`config.mk`:
```
export PLATFORM = sky130hd
export DESIGN_NAME = ps2_kbd_rx
export DESIGN_NICKNAME = d
export VERILOG_FILES = /design/src/rtl/ps2_kbd_rx.sv
export SDC_FILE = /design/constraint.sdc
export NUM_CORES = 1
export LEC_CHECK = 0
export BUFFER_PORTS_ARGS = -buffer_cell sky130_fd_sc_hd__buf_2
export CAP_MARGIN = 10
export CORE_ASPECT_RATIO = 0.6
export CORE_MARGIN = 3
export CORE_UTILIZATION = 50
export DETAILED_ROUTE_END_ITERATION = 16
export GPL_TIMING_DRIVEN = 0
export PLACE_DENSITY = 0.67
export RECOVER_POWER = 50
export SYNTH_ARGS = -nofsm -noshare
export SYNTH_HDL_FRONTEND = slang
export SYNTH_SLANG_ARGS = --single-unit
```
`constraint.sdc`:
```
create_clock -name clk -period 3.6 [get_ports clk]
set_input_delay 0.54 -clock clk [delete_from_list [all_inputs] [get_ports clk]]
set_output_delay 0.54 -clock clk [all_outputs]
set_load 0.005 [all_outputs]
```
`src/rtl/ps2_kbd_rx.sv`:
```
// PS/2 keyboard receiver: synchronised and glitch-filtered inputs, 11-bit frame capture,
// E0/F0 prefix folding and a first-word-fall-through event FIFO.
`timescale 1ns/1ps
module ps2_kbd_rx #(
    parameter int FIFO_AW        = 3,
    parameter int FILTER_LEN     = 4,
    parameter int TIMEOUT_CYCLES = 20000
) (
    input  logic               clk,
    input  logic               rst,
    input  logic               ps2_clk,
    input  logic               ps2_data,
    input  logic               rd_en,
    output logic               evt_valid,
    output logic [7:0]         evt_code,
    output logic               evt_break,
    output logic               evt_ext,
    output logic [FIFO_AW:0]   fifo_count,
    output logic               overflow,
    output logic               parity_err,
    output logic               frame_err
);

    localparam int DEPTH = 1 << FIFO_AW;
    localparam int TMO_W = $clog2(TIMEOUT_CYCLES + 1);
    localparam logic [FIFO_AW:0] FULL_CNT = {1'b1, {FIFO_AW{1'b0}}};

    typedef enum logic [1:0] {IDLE, DATA, PARITY, STOP} state_t;

    // Input synchronisers: bit 0 is the clock line, bit 1 the data line.
    logic [1:0] sync1_reg;
    logic [1:0] sync2_reg;
    logic       clk_s;
    logic       data_s;

    always_ff @(posedge clk or posedge rst) begin
        if (rst) begin
            sync1_reg <= 2'b11;
            sync2_reg <= 2'b11;
        end else begin
            sync1_reg <= {ps2_data, ps2_clk};
            sync2_reg <= sync1_reg;
        end
    end

    assign clk_s  = sync2_reg[0];
    assign data_s = sync2_reg[1];

    // Glitch filter: the filtered clock follows only a run of FILTER_LEN differing samples.
    logic       filt_clk_reg;
    logic [3:0] filt_cnt_reg;
    logic       strobe_reg;

    always_ff @(posedge clk or posedge rst) begin
        if (rst) begin
            filt_clk_reg <= 1'b1;
            filt_cnt_reg <= '0;
            strobe_reg   <= 1'b0;
        end else begin
            strobe_reg <= 1'b0;
            if (clk_s == filt_clk_reg) begin
                filt_cnt_reg <= '0;
            end else if (filt_cnt_reg == 4'(FILTER_LEN - 1)) begin
                filt_clk_reg <= clk_s;
                filt_cnt_reg <= '0;
                strobe_reg   <= filt_clk_reg;
            end else begin
                filt_cnt_reg <= filt_cnt_reg + 4'd1;
            end
        end
    end

    // Frame engine
    state_t           state_reg;
    logic [7:0]       shift_reg;
    logic [2:0]       bit_cnt_reg;
    logic             par_reg;
    logic [TMO_W-1:0] tmo_cnt_reg;
    logic             acc_valid_reg;
    logic [7:0]       acc_byte_reg;

    always_ff @(posedge clk or posedge rst) begin
        if (rst) begin
            state_reg     <= IDLE;
            shift_reg     <= '0;
            bit_cnt_reg   <= '0;
            par_reg       <= 1'b0;
            tmo_cnt_reg   <= '0;
            acc_valid_reg <= 1'b0;
            acc_byte_reg  <= '0;
            parity_err    <= 1'b0;
            frame_err     <= 1'b0;
        end else begin
            acc_valid_reg <= 1'b0;
            parity_err    <= 1'b0;
            frame_err     <= 1'b0;
            if (strobe_reg) begin
                tmo_cnt_reg <= '0;
                case (state_reg)
                    IDLE: begin
                        if (!data_s) begin
                            state_reg   <= DATA;
                            bit_cnt_reg <= '0;
                        end else begin
                            frame_err <= 1'b1;
                        end
                    end
                    DATA: begin
                        shift_reg   <= {data_s, shift_reg[7:1]};
                        bit_cnt_reg <= bit_cnt_reg + 3'd1;
                        if (bit_cnt_reg == 3'd7) begin
                            state_reg <= PARITY;
                        end
                    end
                    PARITY: begin
                        par_reg   <= data_s;
                        state_reg <= STOP;
                    end
                    STOP: begin
                        state_reg <= IDLE;
                        // A bad parity bit takes precedence over a bad stop bit.
                        if (!(^{shift_reg, par_reg})) begin
                            parity_err <= 1'b1;
                        end else if (!data_s) begin
                            frame_err <= 1'b1;
                        end else begin
                            acc_valid_reg <= 1'b1;
                            acc_byte_reg  <= shift_reg;
                        end
                    end
                    default: state_reg <= IDLE;
                endcase
            end else if (state_reg != IDLE) begin
                if (tmo_cnt_reg == TMO_W'(TIMEOUT_CYCLES - 1)) begin
                    state_reg   <= IDLE;
                    frame_err   <= 1'b1;
                    tmo_cnt_reg <= '0;
                end else begin
                    tmo_cnt_reg <= tmo_cnt_reg + 1'b1;
                end
            end else begin
                tmo_cnt_reg <= '0;
            end
        end
    end

    // Prefix decoder
    logic       ext_reg;
    logic       brk_reg;
    logic       is_prefix;
    logic       push;
    logic [9:0] push_data;

    assign is_prefix = (acc_byte_reg == 8'hE0) || (acc_byte_reg == 8'hF0);
    assign push      = acc_valid_reg && !is_prefix;
    assign push_data = {ext_reg, brk_reg, acc_byte_reg};

    always_ff @(posedge clk or posedge rst) begin
        if (rst) begin
            ext_reg <= 1'b0;
            brk_reg <= 1'b0;
        end else if (parity_err || frame_err) begin
            ext_reg <= 1'b0;
            brk_reg <= 1'b0;
        end else if (acc_valid_reg) begin
            if (acc_byte_reg == 8'hE0) begin
                ext_reg <= 1'b1;
            end else if (acc_byte_reg == 8'hF0) begin
                brk_reg <= 1'b1;
            end else begin
                ext_reg <= 1'b0;
                brk_reg <= 1'b0;
            end
        end
    end

    // Event FIFO
    logic [9:0]         mem [DEPTH];
    logic [FIFO_AW-1:0] wr_ptr_reg;
    logic [FIFO_AW-1:0] rd_ptr_reg;
    logic [FIFO_AW:0]   count_reg;
    logic               full;
    logic               do_pop;
    logic               do_push;
    logic [9:0]         head;

    assign full    = (count_reg == FULL_CNT);
    assign do_pop  = rd_en && (count_reg != '0);
    assign do_push = push && (!full || do_pop);

    always_ff @(posedge clk) begin
        if (do_push) begin
            mem[wr_ptr_reg] <= push_data;
        end
    end

    always_ff @(posedge clk or posedge rst) begin
        if (rst) begin
            wr_ptr_reg <= '0;
            rd_ptr_reg <= '0;
            count_reg  <= '0;
            overflow   <= 1'b0;
        end else begin
            if (do_push) begin
                wr_ptr_reg <= wr_ptr_reg + 1'b1;
            end
            if (do_pop) begin
                rd_ptr_reg <= rd_ptr_reg + 1'b1;
            end
            if (do_push && !do_pop) begin
                count_reg <= count_reg + 1'b1;
            end else if (do_pop && !do_push) begin
                count_reg <= count_reg - 1'b1;
            end
            if (push && !do_push) begin
                overflow <= 1'b1;
            end
        end
    end

    assign head       = mem[rd_ptr_reg];
    assign evt_valid  = (count_reg != '0);
    assign evt_code   = evt_valid ? head[7:0] : 8'h00;
    assign evt_break  = evt_valid ? head[8] : 1'b0;
    assign evt_ext    = evt_valid ? head[9] : 1'b0;
    assign fifo_count = count_reg;

endmodule

```
; ---- Yosys cells after proc, flatten, opt, wreduce, memory -nomap -nowiden
; Memories as Yosys holds them, arrays and structs flattened.
; Cells that the tools add are included.
[op_classes]
add_sub_neg = 7
mul = 0
div = 0
order_cmp = 0
n_eq_ne = 15
shifts = 0
n_mux = 43
bitwise_logic = 1
n_reduce_logical = 30
[op_table]
columns = op, n
row1 = $mux 15, 3
row2 = $mux 1, 26
row3 = $eq 8x8->1 const B, 2
row4 = $mux 4, 4
row5 = $add 15x1->15 const B, 1
row6 = $eq 15x15->1 const B, 1
row7 = $reduce_bool 2->1, 6
row8 = $mux 2, 5
row9 = $reduce_and 2->1, 5
row10 = $add 3x1->3 const B, 3
row11 = $reduce_xor 9->1, 1
row12 = $add 4x1->4 const B, 2
row13 = $mux 8, 1
row14 = $pmux 2 s4, 1
row15 = $reduce_and 4->1, 2
row16 = $logic_and 1x1->1, 6
row17 = $ne 3x3->1 const B, 2
row18 = $pmux 3 s2, 1
row19 = $eq 2x2->1 const B, 2
row20 = $eq 4x2->1 const B, 1
row21 = $eq 4x4->1 const B, 1
row22 = $logic_not 1->1, 4
row23 = $reduce_bool 4->1, 1
row24 = $sub 4x1->4 const B, 1
row25 = 12 further kinds, 14
[word_totals]
register_bits = 63
latch_bits = 0
ram_bits = 80
romBits = 0
input_bits = 5
output_inout_bits = 18
word_cells = 117
n_memories = 1
[mem_list]
columns = name, words, word_bits, read_ports, rd_ports_with_merged_regs, wr, line_no
row1 = mem, 8, 10, 1, 0, 1, 178  ; logic [9:0] mem [DEPTH];

; ---- Depth between registers and ports, before layout
; Gate-level depths: netlist of run 1.
[logic_depth]
ltp_word = 9
mapped_depth = 12
ltp_nobuf = 11

; ---- Least setup slack after synthesis of run 1
; OpenSTA, ideal clock, no wires.
[synth_timing]
path_type = reg-to-reg
start = register acc_byte_reg[2]
end = register count_reg[3] (netlist: fifo_count[3])
setup_time_ns = 0.125
arrival_time_ns = 2.394
slack_ns = 1.080
stages_incl_launch_ff = 13
cell_sequence = dfrtp_1 -> nand4b_1 -> o41ai_1 -> nor2b_1 -> clkbuf_1 -> ha_1 -> inv_1 -> ha_1 -> a21o_1 -> a21oi_1 -> xnor2_1 -> nor2_1 -> xor2_1
[synth_via]
elab_chain_cells = 8
word_cells_on_any_way = 11
cone_classes = eq/ne: 2 / mux: 1 / reduce/logical: 8
[synth_lines]
columns = item, line_no
row1 = start: declaration, 80  ; logic [7:0] acc_byte_reg;
row2 = start signal: assignment, 128  ; acc_byte_reg <= shift_reg;
row3 = $eq 8x8->1, 154  ; assign is_prefix = (acc_byte_reg == 8'hE0) || (acc_byte_reg == 8'hF0);
row4 = $logic_or 1x1->1 *, 154
row5 = $logic_not 1->1 *, 155  ; assign push = acc_valid_reg && !is_prefix;
row6 = $logic_and 1x1->1 *, 155
row7 = $logic_and 1x1->1 *, 189  ; assign do_push = push && (!full || do_pop);
row8 = via do_push, 184  ; logic do_push;
row9 = $logic_not 1->1, 212  ; end else if (do_pop && !do_push) begin
row10 = $logic_and 1x1->1, 212
row11 = $reduce_bool 2->1 (no source line), n/a
row12 = end signal: assignment, 211  ; count_reg <= count_reg + 1'b1;
row13 = end signal: assignment, 213  ; count_reg <= count_reg - 1'b1;
row14 = end: declaration, 181  ; logic [FIFO_AW:0] count_reg;
; The timed path passes the listed nets; every way through them passes the cells marked *.
; A chain may end at the register's enable or synchronous reset.

; ---- Worst setup path after layout of run 1
; Same ends and word-level chain as after synthesis.

==> results of run 1 <==
power groups by stage:
| stage | clock, mW | combinational (mW) | sequential [mW] |
|---|---|---|---|
| final | 1.72 | 0.906 | 1.85 |
| after CTS | 1.75 | 0.918 | 1.85 |
| after global placement | 0 | 0.900 | 1.88 |
| after global routing | 1.81 | 0.999 | 1.86 |
| after detailed placement | 0 | 0.913 | 1.89 |
| after floorplan | 0 | 0.649 | 1.87 |
routing by layer:
layer  global-route usage  vias up  part of all wire
met5                    0        -                 0
met4               0.0574        0            0.0060
met3               0.0532        7             0.070
met2                0.259       78              0.44
met1                0.266     1634              0.48
li1                     -     1530                 -
metrics by stage:
step,std cells,power [mW],util,hold WS [ps]
after floorplan,390,2.52,-,345
after global placement,572,2.78,0.548,346
after detailed placement,575,2.80,0.552,347
after CTS,607,4.52,0.603,175
after global routing,607,4.68,0.601,205
final,607,4.47,0.601,223
worst max-delay path by stage:
| stage | start | endpoint | slack, ps | depth (start not counted) |
|---|---|---|---|---|
| 4_1_cts | acc_byte_reg[2] | fifo_count[3] | 560 | 12 |
| 6_report | acc_byte_reg[2] | fifo_count[3] | 570 | 12 |
| 3_3_place_gp | rd_en | mem[1][2] | 470 | 6 |
| 2_1_floorplan | acc_byte_reg[2] | fifo_count[3] | 1080 | 12 |
| 5_1_grt | rst | acc_byte_reg[6] | 180 | 3 |
| 3_5_place_dp | acc_byte_reg[2] | fifo_count[3] | 580 | 12 |
synth_stat cells, types with 2 or more instances:
| cell | count |
|---|---|
| mux4_2 | 20 |
| a22oi_1 | 2 |
| nor2_1 | 42 |
| and3_1 | 2 |
| nor2b_1 | 5 |
| nand3_1 | 7 |
| nor3_1 | 6 |
| nand3b_1 | 2 |
| clkbuf_1 | 8 |
| dfrtp_1 | 58 |
| o21ai_0 | 9 |
| nor3b_1 | 2 |
| mux2i_1 | 11 |
| nor4_1 | 2 |
| xnor2_1 | 18 |
| nand2_1 | 20 |
| and2_1 | 2 |
| nand2b_1 | 4 |
| edfxtp_1 | 80 |
| buf_1 | 2 |
| mux2_2 | 18 |
| dfstp_2 | 5 |
| ha_1 | 13 |
| inv_1 | 10 |
| a21oi_1 | 6 |
| nand4_1 | 4 |
| xor2_1 | 12 |
| a31oi_1 | 3 |
| buf_2 | 2 |
cells by family after synthesis:
kind of cell	count (synthesis)	share of synthesized area
AND/OR/NAND/NOR	104	0.0852
XOR/XNOR	31	0.0479
adder cells (fa/ha/maj)	14	0.0306
AO/OA/AOI/OAI	27	0.0280
multiplexers	49	0.128
buffers and inverters	22	0.0142
flip-flops	143	0.666
cell type report:
class                      count  area (µm²)  area share
sequential                   143        3990       0.577
multi-input combinational    225        1920       0.278
clock buffer                  19         433      0.0627
tap                          160         200      0.0290
clock inverter                13         146      0.0212
timing repair buffer          25         136      0.0197
buffer                        12        47.5     0.00689
inverter                      10        37.5     0.00544
worst max-delay path, delay by kind of cell (launching register included):
kind | cells | cell delay, ps
DFF | 1 | 490
adders and majority gates | 2 | 490
xor gates and xnor gates | 2 | 290
AOI/OAI and AO/OA | 3 | 930
and+or+nand+nor | 3 | 400
buffers and inverters | 2 | 330
==> summary.md, run 1 <==
| Metric | Value |
|---|---|
| Fin area | `6910 µm²` |
| Combinational Power Share | `0.203` |
| # diodes | `0` |
| Yosys reg bits | `143` |
| Worst path cell trace | `nand4b_1 -> o41ai_1 -> nor2b_1 -> clkbuf_1 -> ha_1 -> inv_1 -> ha_1 -> a21o_1 -> a21oi_1 -> xnor2_1 -> nor2_1 -> xor2_1` |
| Slew headroom | `-0.382` |
| Pins Over Slew Limit | `41` |
| Die boundary height | `90.7 µm` |
| Reg2Reg Launch Point | `acc_byte_reg[2]` |
| Hold_sp | `ps2_clk` |
| Clk_lat worst skew | `420 ps` |
| Max FO, Critical Path | `10` |
| Fmax | `330 MHz` |
| Die W | `147 µm` |
| Worst r2r path cells | `12` |
| Reg power frac | `0.414` |
| Post-synth EDFFs | `80` |
| Status | `finished with violations` |
| Worst Tran Pin Value | `2070 ps` |
| Power share of the clock group | `0.383` |
| TritonCTS clock tree | `done` |
| LEAKAGE | `2.70 nW` |
| Synth warn | `0` |
| # IOs | `23` |
| Root buffer cell | `clkbuf_16` |
| Final period utilization | `0.843` |
| Reg-to-Reg End | `fifo_count[3]` |
| Antenna violations before repair | `0` |
| Critical path arrival | `3330 ps` |
| Req. time, crit path | `3890 ps` |
| Largest net degree at the start of global routing | `41` |
| Finish-stage setup viols | `0` |
| Setup WS post-layout | `565 ps` |
| Via density | `5.35` |
| Worst setup EP type | `flop` |
| DP Wirelength | `7410 µm` |
| Initial Util | `0.521` |
| # clock sinks | `143` |
| Core ar. | `11,500 µm²` |
| DRC | `0` |
| Final hold violations | `0` |
| I/O Buffers | `22` |
| Type of origin of the critical path | `flop` |
| Std cell rows | `30` |
| TritonCTS Buffers | `17` |
| Synthesized cell area | `5980 µm²` |
| H-tree level count | `4` |
| Clk_skew | `12.8 ps` |
| R2r setup slk | `570 ps` |
| Worst hold path type | `input pin to flop` |
| Seq/Total Area, Yosys | `0.666` |
| Gr usage total | `0.180` |
| First-pass iteration count of the detailed router | `4` |
| Hold Path Sink | `sync1_reg[0]` |
| Slowest-stage cell, CP | `o41ai_1` |
| Most common flop cell mapped by yosys | `edfxtp_1` |
| Max VDD drop | `336 µV` |
| Dpl cell area | `6340 µm²` |
| Syn avg cell area | `15.3 µm²` |
| Setup bufs post-CTS | `0` |
| WHS Path Cells | `1` |
| NetSw | `1.14 mW` |
| WS Path Type | `flop to flop` |
| Fill cells | `876` |
| Top cells by area, synth | `edfxtp_1 (40%), dfrtp_1 (24%), mux4_2 (7.5%)` |
| Iter 0 DRT Violations | `234` |
| Internal power | `3.34 mW` |
| Min Tclk post-route | `3030 ps` |
| Vias | `3,249` |
| Vias in the first global route | `3,380` |
| Synth top area share | `0.402` |
| RSZ-0062 raised after global routing | `false` |
| Sw Ratio | `0.254` |
| Drt total wl | `11,000 µm` |
| Post-DR wirelength/cell | `18.2 µm` |
| Worst slack, placed | `584 ps` |
| Die area | `13,400 µm²` |
| Syn Inst Count | `390` |
| Antenna-violating nets left | `0` |
| CTS max path bufs | `2` |
| GP Congestion | `0.817` |
| Number of hold buffers added after CTS | `0` |
| CTS clock-pin slew for the worst setup and hold paths | `60 ps` |
| Max Cap Viol | `1` |
| Synth Net Count | `409` |
| Cell taking the most area after synthesis | `edfxtp_1` |
| Failing checks | `capacitance limit, slew limit` |
| First-pass GRT wire length | `18,100 µm` |
| Highest-count cells in the layout ignoring fill and taps | `edfxtp_1 (80), dfrtp_1 (58), nor2_1 (42), buf_2 (24)` |
| Max reg flops | `80` |
| CP most frequent cell | `ha_1` |
| Share of cells above drive strength 1 | `0.224` |
| Fin nets | `453` |
| Commonest non-fill, non-tap cell in the layout | `edfxtp_1` |
| Post-synthesis cell type count | `44` |
| Critical path's largest stage delay | `590 ps` |
| Post-cts repair resize count | `0` |
| Ys async rst share | `0.441` |
| Setup TNS | `0 ps` |
| Power Density | `648 nW/µm²` |
| Remaining global-route overflow | `0` |
| P&R area growth vs syn | `15.5%` |
Power figures use the tool's default switching activity.
==> run 2: changes to the inputs <==
--- a/config.mk
+++ b/config.mk
@@ -12,7 +12,7 @@
 export CORE_UTILIZATION = 50
 export DETAILED_ROUTE_END_ITERATION = 16
 export GPL_TIMING_DRIVEN = 0
-export PLACE_DENSITY = 0.67
+export PLACE_DENSITY = 0.69
 export RECOVER_POWER = 50
 export SYNTH_ARGS = -nofsm -noshare
 export SYNTH_HDL_FRONTEND = slang
==> constraint.sdc (replaced) <==
create_clock -name clk -period 2.7 [get_ports clk]
set_input_delay 0.405 -clock clk [delete_from_list [all_inputs] [get_ports clk]]
set_output_delay 0.405 -clock clk [all_outputs]
set_load 0.005 [all_outputs]
==> summary.md, run 2 (synthesis gave the netlist of run 1 again) <==
| Metric | Value |
|---|---|
| Slew headroom | `0.215` |
| WHS Path Cells | `1` |
| H-tree level count | `4` |
| Power Density | `865 nW/µm²` |
| NetSw | `1.50 mW` |
| Root buffer cell | `clkbuf_16` |
| Clk_skew | `16.0 ps` |
| First-pass iteration count of the detailed router | `4` |
| Die boundary height | `90.7 µm` |
| Max FO, Critical Path | `10` |
| Vias | `3,307` |
| FF/Latch Area | `3990 µm²` |
| Clk_lat worst skew | `420 ps` |
| TritonCTS clock tree | `done` |
| # clock sinks | `143` |
| Worst Tran Pin Value | `1170 ps` |
| Highest-count cells in the layout ignoring fill and taps | `edfxtp_1 (80), dfrtp_1 (54), nor2_1 (42), buf_2 (22)` |
| Hold WS | `91.8 ps` |
| Worst setup EP type | `output pin` |
| Setup TNS | `0 ps` |
| Fin nets | `456` |
| Largest net degree at the start of global routing | `43` |
| Fin area | `6950 µm²` |
| P&R area growth vs syn | `16.3%` |
| I/O Buffers | `22` |
| Number of hold buffers added after CTS | `0` |
| Initial Util | `0.521` |
| Req. time, crit path | `2300 ps` |
| Gr usage total | `0.184` |
| RSZ-0062 raised after global routing | `true` |
| WS Path Type | `flop to output pin` |
| DRC | `0` |
| Power share of the clock group | `0.385` |
| Max reg flops | `80` |
| Max VDD drop | `502 µV` |
| Pwr Total | `6.02 mW` |
| Sw Ratio | `0.249` |
| Fmax | `385 MHz` |
| Worst hold path type | `input pin to flop` |
| Worst r2r path cells | `10` |
| Max Cap Viol | `0` |
| TritonCTS Buffers | `17` |
| GP Congestion | `0.804` |
| Dpl cells | `575` |
| Die W | `147 µm` |
| Commonest non-fill, non-tap cell in the layout | `edfxtp_1` |
| Iter 0 DRT Violations | `256` |
| CTS clock-pin slew for the worst setup and hold paths | `50 ps` |
| Status | `finished clean` |
| Dpl cell area | `6330 µm²` |
| Critical path arrival | `2190 ps` |
| Share of cells above drive strength 1 | `0.238` |
| Fill cells | `889` |
| Multi-input gate area | `1940 µm²` |
| Die area | `13,400 µm²` |
| Min Tclk post-route | `2600 ps` |
| First-pass GRT wire length | `18,600 µm` |
| Antenna-violating nets left | `0` |
| # IOs | `23` |
| Type of origin of the critical path | `flop` |
| Finish-stage setup viols | `0` |
| Via density | `5.42` |
| LEAKAGE | `2.72 nW` |
| Core ar. | `11,500 µm²` |
| Std cell rows | `30` |
| DP Wirelength | `7430 µm` |
| Vias in the first global route | `3,382` |
| Final hold violations | `0` |
| # diodes | `0` |
| Reg power frac | `0.411` |
| Pins Over Slew Limit | `0` |
| Antenna violations before repair | `0` |
| CTS max path bufs | `2` |
| Internal power | `4.52 mW` |
| Cell Count, Final, Fillers Out | `610` |
| Final period utilization | `0.962` |
| Remaining global-route overflow | `0` |
| Drt total wl | `11,300 µm` |
| Combinational Power Share | `0.204` |
| Post-DR wirelength/cell | `18.6 µm` |
-- run 2: cell types whose count changed in the layout (fill, tap and decap cells not counted), moves of 2 or more --
cell / previous run / this run
clkbuf_8: 0 / 2
buf_6: 2 / 0
dfrtp_1: 58 / 54
buf_2: 24 / 22
dfrtp_2: 0 / 4
clkbuf_2: 0 / 2
clkbuf_4: 0 / 2
clkinv_2: 3 / 1
clkbuf_1: 11 / 14
clkinvlp_4: 4 / 0
buf_4: 0 / 3
-- run 2: cell type report --
cell class	instances	share of cell area
buffer	11	0.00720
clock buffer	24	0.0678
clock inverter	8	0.0166
inverter	10	0.00540
multi-input combinational	225	0.279
sequential	143	0.574
tap	160	0.0288
timing repair buffer	29	0.0214
-- run 2: final timing paths --
check / from / end / slack, ps
setup / recovery: rd_ptr_reg[1] / evt_code[6] / 100
hold / removal: ps2_clk / sync1_reg[0] / 90
setup reg to reg: acc_byte_reg[1] / fifo_count[3] / 140
hold reg to reg: sync1_reg[1] / sync2_reg[1] / 360
max in group asynchronous: rst / acc_byte_reg[6] / 960
min in group asynchronous: rst / fifo_count[1] / 150
-- run 2: critical path, cell delays in order, from the launching register on --
cell	delay [ps]
dfrtp_1	400
clkbuf_1	560
mux4_2	420
mux2i_1	150
nor2_1	80
buf_2	170
-- run 2: power by group through the flow --
stage | clock network, mW | registers (mW) | logic (mW)
detailed placement | 0 | 2.52 | 1.23
global placement | 0 | 2.51 | 1.20
floorplan | 0 | 2.50 | 0.865
finish | 2.32 | 2.47 | 1.23
global route | 2.46 | 2.49 | 1.34
CTS | 2.36 | 2.47 | 1.24
-- run 2: routing by layer --
layer	share of wire	vias up	GRT usage
met4	0.0079	0	0.0612
li1	-	1535	-
met3	0.050	11	0.0496
met1	0.49	1684	0.279
met2	0.45	77	0.258
met5	0	-	0
-- run 2: what timing repair did --
item                       4_1_cts  5_1_grt
gates resized for setup          6        5
setup buffers                    4        0
setup endpoints to repair       51       66
pin swaps                        1        1
-- run 2: per-stage QoR --
step,worst slack [ps],utilization
after floorplan,180,-
after global placement,-396,0.548
after detailed placement,-307,0.552
after CTS,6.22,0.607
after global routing,-46.5,0.605
final,102,0.605
==> run 3: changes to the inputs <==
--- a/config.mk
+++ b/config.mk
@@ -5,14 +5,16 @@
 export SDC_FILE = /design/constraint.sdc
 export NUM_CORES = 1
 export LEC_CHECK = 0
+export ABC_CLOCK_PERIOD_IN_PS = 3200
 export BUFFER_PORTS_ARGS = -buffer_cell sky130_fd_sc_hd__buf_2
 export CAP_MARGIN = 10
 export CORE_ASPECT_RATIO = 0.6
 export CORE_MARGIN = 3
 export CORE_UTILIZATION = 50
 export DETAILED_ROUTE_END_ITERATION = 16
+export GPL_ROUTABILITY_DRIVEN = 0
 export GPL_TIMING_DRIVEN = 0
-export PLACE_DENSITY = 0.69
+export PLACE_DENSITY = 0.67
 export RECOVER_POWER = 50
 export SYNTH_ARGS = -nofsm -noshare
 export SYNTH_HDL_FRONTEND = slang
==> constraint.sdc (replaced) <==
create_clock -name clk -period 3.2 [get_ports clk]
set_input_delay 0.48 -clock clk [delete_from_list [all_inputs] [get_ports clk]]
set_output_delay 0.48 -clock clk [all_outputs]
set_load 0.005 [all_outputs]
==> summary.md, run 3 (synthesis gave the netlist of run 1 again) <==
| Metric | Value |
|---|---|
| Remaining global-route overflow | `0` |
| Pwr Total | `5.03 mW` |
| First-pass GRT wire length | `18,100 µm` |
| Setup bufs post-CTS | `0` |
| Internal power | `3.76 mW` |
| TritonCTS Buffers | `17` |
| Initial Util | `0.521` |
| H-tree level count | `4` |
| FF/Latch Area | `3990 µm²` |
| CTS clock-pin slew for the worst setup and hold paths | `60 ps` |
| Drt total wl | `11,100 µm` |
| Dpl cell area | `6340 µm²` |
| Std cell rows | `30` |
| DRC | `0` |
| Worst setup EP type | `flop` |
| Max VDD drop | `371 µV` |
| Met2 wire len | `4940 µm` |
| Req. time, crit path | `3490 ps` |
| Gr usage total | `0.180` |
| Finish-stage setup viols | `0` |
| WL met3 | `608 µm` |
| Via density | `5.32` |
| Max Cap Viol | `1` |
| Share of cells above drive strength 1 | `0.226` |
| DP Wirelength | `7410 µm` |
| RSZ-0062 raised after global routing | `false` |
| Post-DR wirelength/cell | `18.2 µm` |
| Final hold violations | `0` |
| CTS max path bufs | `2` |
| Reg power frac | `0.414` |
| First-pass iteration count of the detailed router | `4` |
| Max FO, Critical Path | `10` |
| Status | `finished with violations` |
| Fin nets | `453` |
| Antenna violations before repair | `0` |
| Max reg flops | `80` |
| Root buffer cell | `clkbuf_16` |
| Failing checks | `capacitance limit, slew limit` |
| Die boundary height | `90.7 µm` |
| Vias in the first global route | `3,380` |
| Power share of the clock group | `0.382` |
| Iter 0 DRT Violations | `230` |
| Die W | `147 µm` |
| R2r setup slk | `340 ps` |
| TritonCTS clock tree | `done` |
| Setup TNS | `0 ps` |
| Fin area | `6920 µm²` |
| Multi-input gate area | `1930 µm²` |
| Slew headroom | `-0.156` |
| Type of origin of the critical path | `flop` |
| Power Density | `726 nW/µm²` |
| # IOs | `23` |
| Pins Over Slew Limit | `41` |
| Final period utilization | `0.895` |
| Sw Ratio | `0.253` |
| Largest net degree at the start of global routing | `41` |
| Worst Tran Pin Value | `1730 ps` |
| Critical path arrival | `3160 ps` |
| NetSw | `1.27 mW` |
| Top layer in use | `met4` |
| Core ar. | `11,500 µm²` |
| Fmax | `349 MHz` |
| # clock sinks | `143` |
| Commonest non-fill, non-tap cell in the layout | `edfxtp_1` |
| Highest-count cells in the layout ignoring fill and taps | `edfxtp_1 (80), dfrtp_1 (58), nor2_1 (42), buf_2 (24)` |
| Antenna-violating nets left | `0` |
| WS Path Type | `flop to flop` |
| Combinational Power Share | `0.203` |
| DRT met1 WL | `5470 µm` |
| Fill cells | `874` |
| LEAKAGE | `2.71 nW` |
| Clk_lat worst skew | `410 ps` |
| Vias | `3,232` |
| # diodes | `0` |
| I/O Buffers | `22` |
| Worst hold path type | `input pin to flop` |
| Min Tclk post-route | `2860 ps` |
| Clk_skew | `9.02 ps` |
| Die area | `13,400 µm²` |
| P&R area growth vs syn | `15.8%` |
==> run 3: final cells by class <==
cell class | count | area share
Sequential cell | 143 | 0.576
Multi-Input combinational cell | 225 | 0.278
Clock buffer | 19 | 0.0625
Tap cell | 160 | 0.0289
Clock inverter | 13 | 0.0211
Timing Repair Buffer | 25 | 0.0210
Buffer | 12 | 0.00687
Inverter | 10 | 0.00542
==> run 3: repair_timing <==
action                     CTS  global route
resized for setup            0             1
hold buffers                 0             0
setup endpoints to repair    0             1
==> run 3: worst paths after layout <==
path,from,endpoint,depth (start not counted)
worst max register to register,acc_byte_reg[2],fifo_count[3],12
worst min-delay path,ps2_clk,sync1_reg[0],1
worst max-delay path,acc_byte_reg[2],fifo_count[3],12
max in group asynchronous,rst,acc_byte_reg[0],3
worst min register to register,sync1_reg[1],sync2_reg[1],0
min in group asynchronous,rst,tmo_cnt_reg[11],2
==> run 3: layer usage <==
metal,GRT usage,up-vias
li1,-,1533
met1,0.266,1626
met2,0.259,71
met3,0.0532,2
met4,0.0574,0
met5,0,-
==> run 3: power groups by stage <==
| stage | combinational [mW] | sequential (mW) | clock (mW) |
|---|---|---|---|
| final | 1.02 | 2.08 | 1.92 |
| after detailed placement | 1.03 | 2.12 | 0 |
| after CTS | 1.03 | 2.09 | 1.96 |
| after floorplan | 0.730 | 2.11 | 0 |
| after global routing | 1.12 | 2.10 | 2.04 |
| after global placement | 1.01 | 2.12 | 0 |
==> run 3: through the flow <==
step | utilization | instances | setup WS [ps] | hold slack [ps]
floorplan | - | 390 | 680 | 345
global placement | 0.548 | 572 | 85.0 | 346
detailed placement | 0.552 | 575 | 184 | 347
CTS | 0.603 | 607 | 162 | 115
global route | 0.603 | 607 | 124 | 145
finish | 0.603 | 607 | 337 | 166
==> run 3: worst max-delay path, stage by stage, from the launching register on <==
cell and delay [ps]:
dfrtp_1 500, nand4b_1 260, o41ai_2 410, nor2b_1 90, clkbuf_1 190, ha_1 250
inv_1 120, ha_1 240, a21o_1 170, a21oi_1 170, xnor2_1 150, nor2_1 70
xor2_1 140
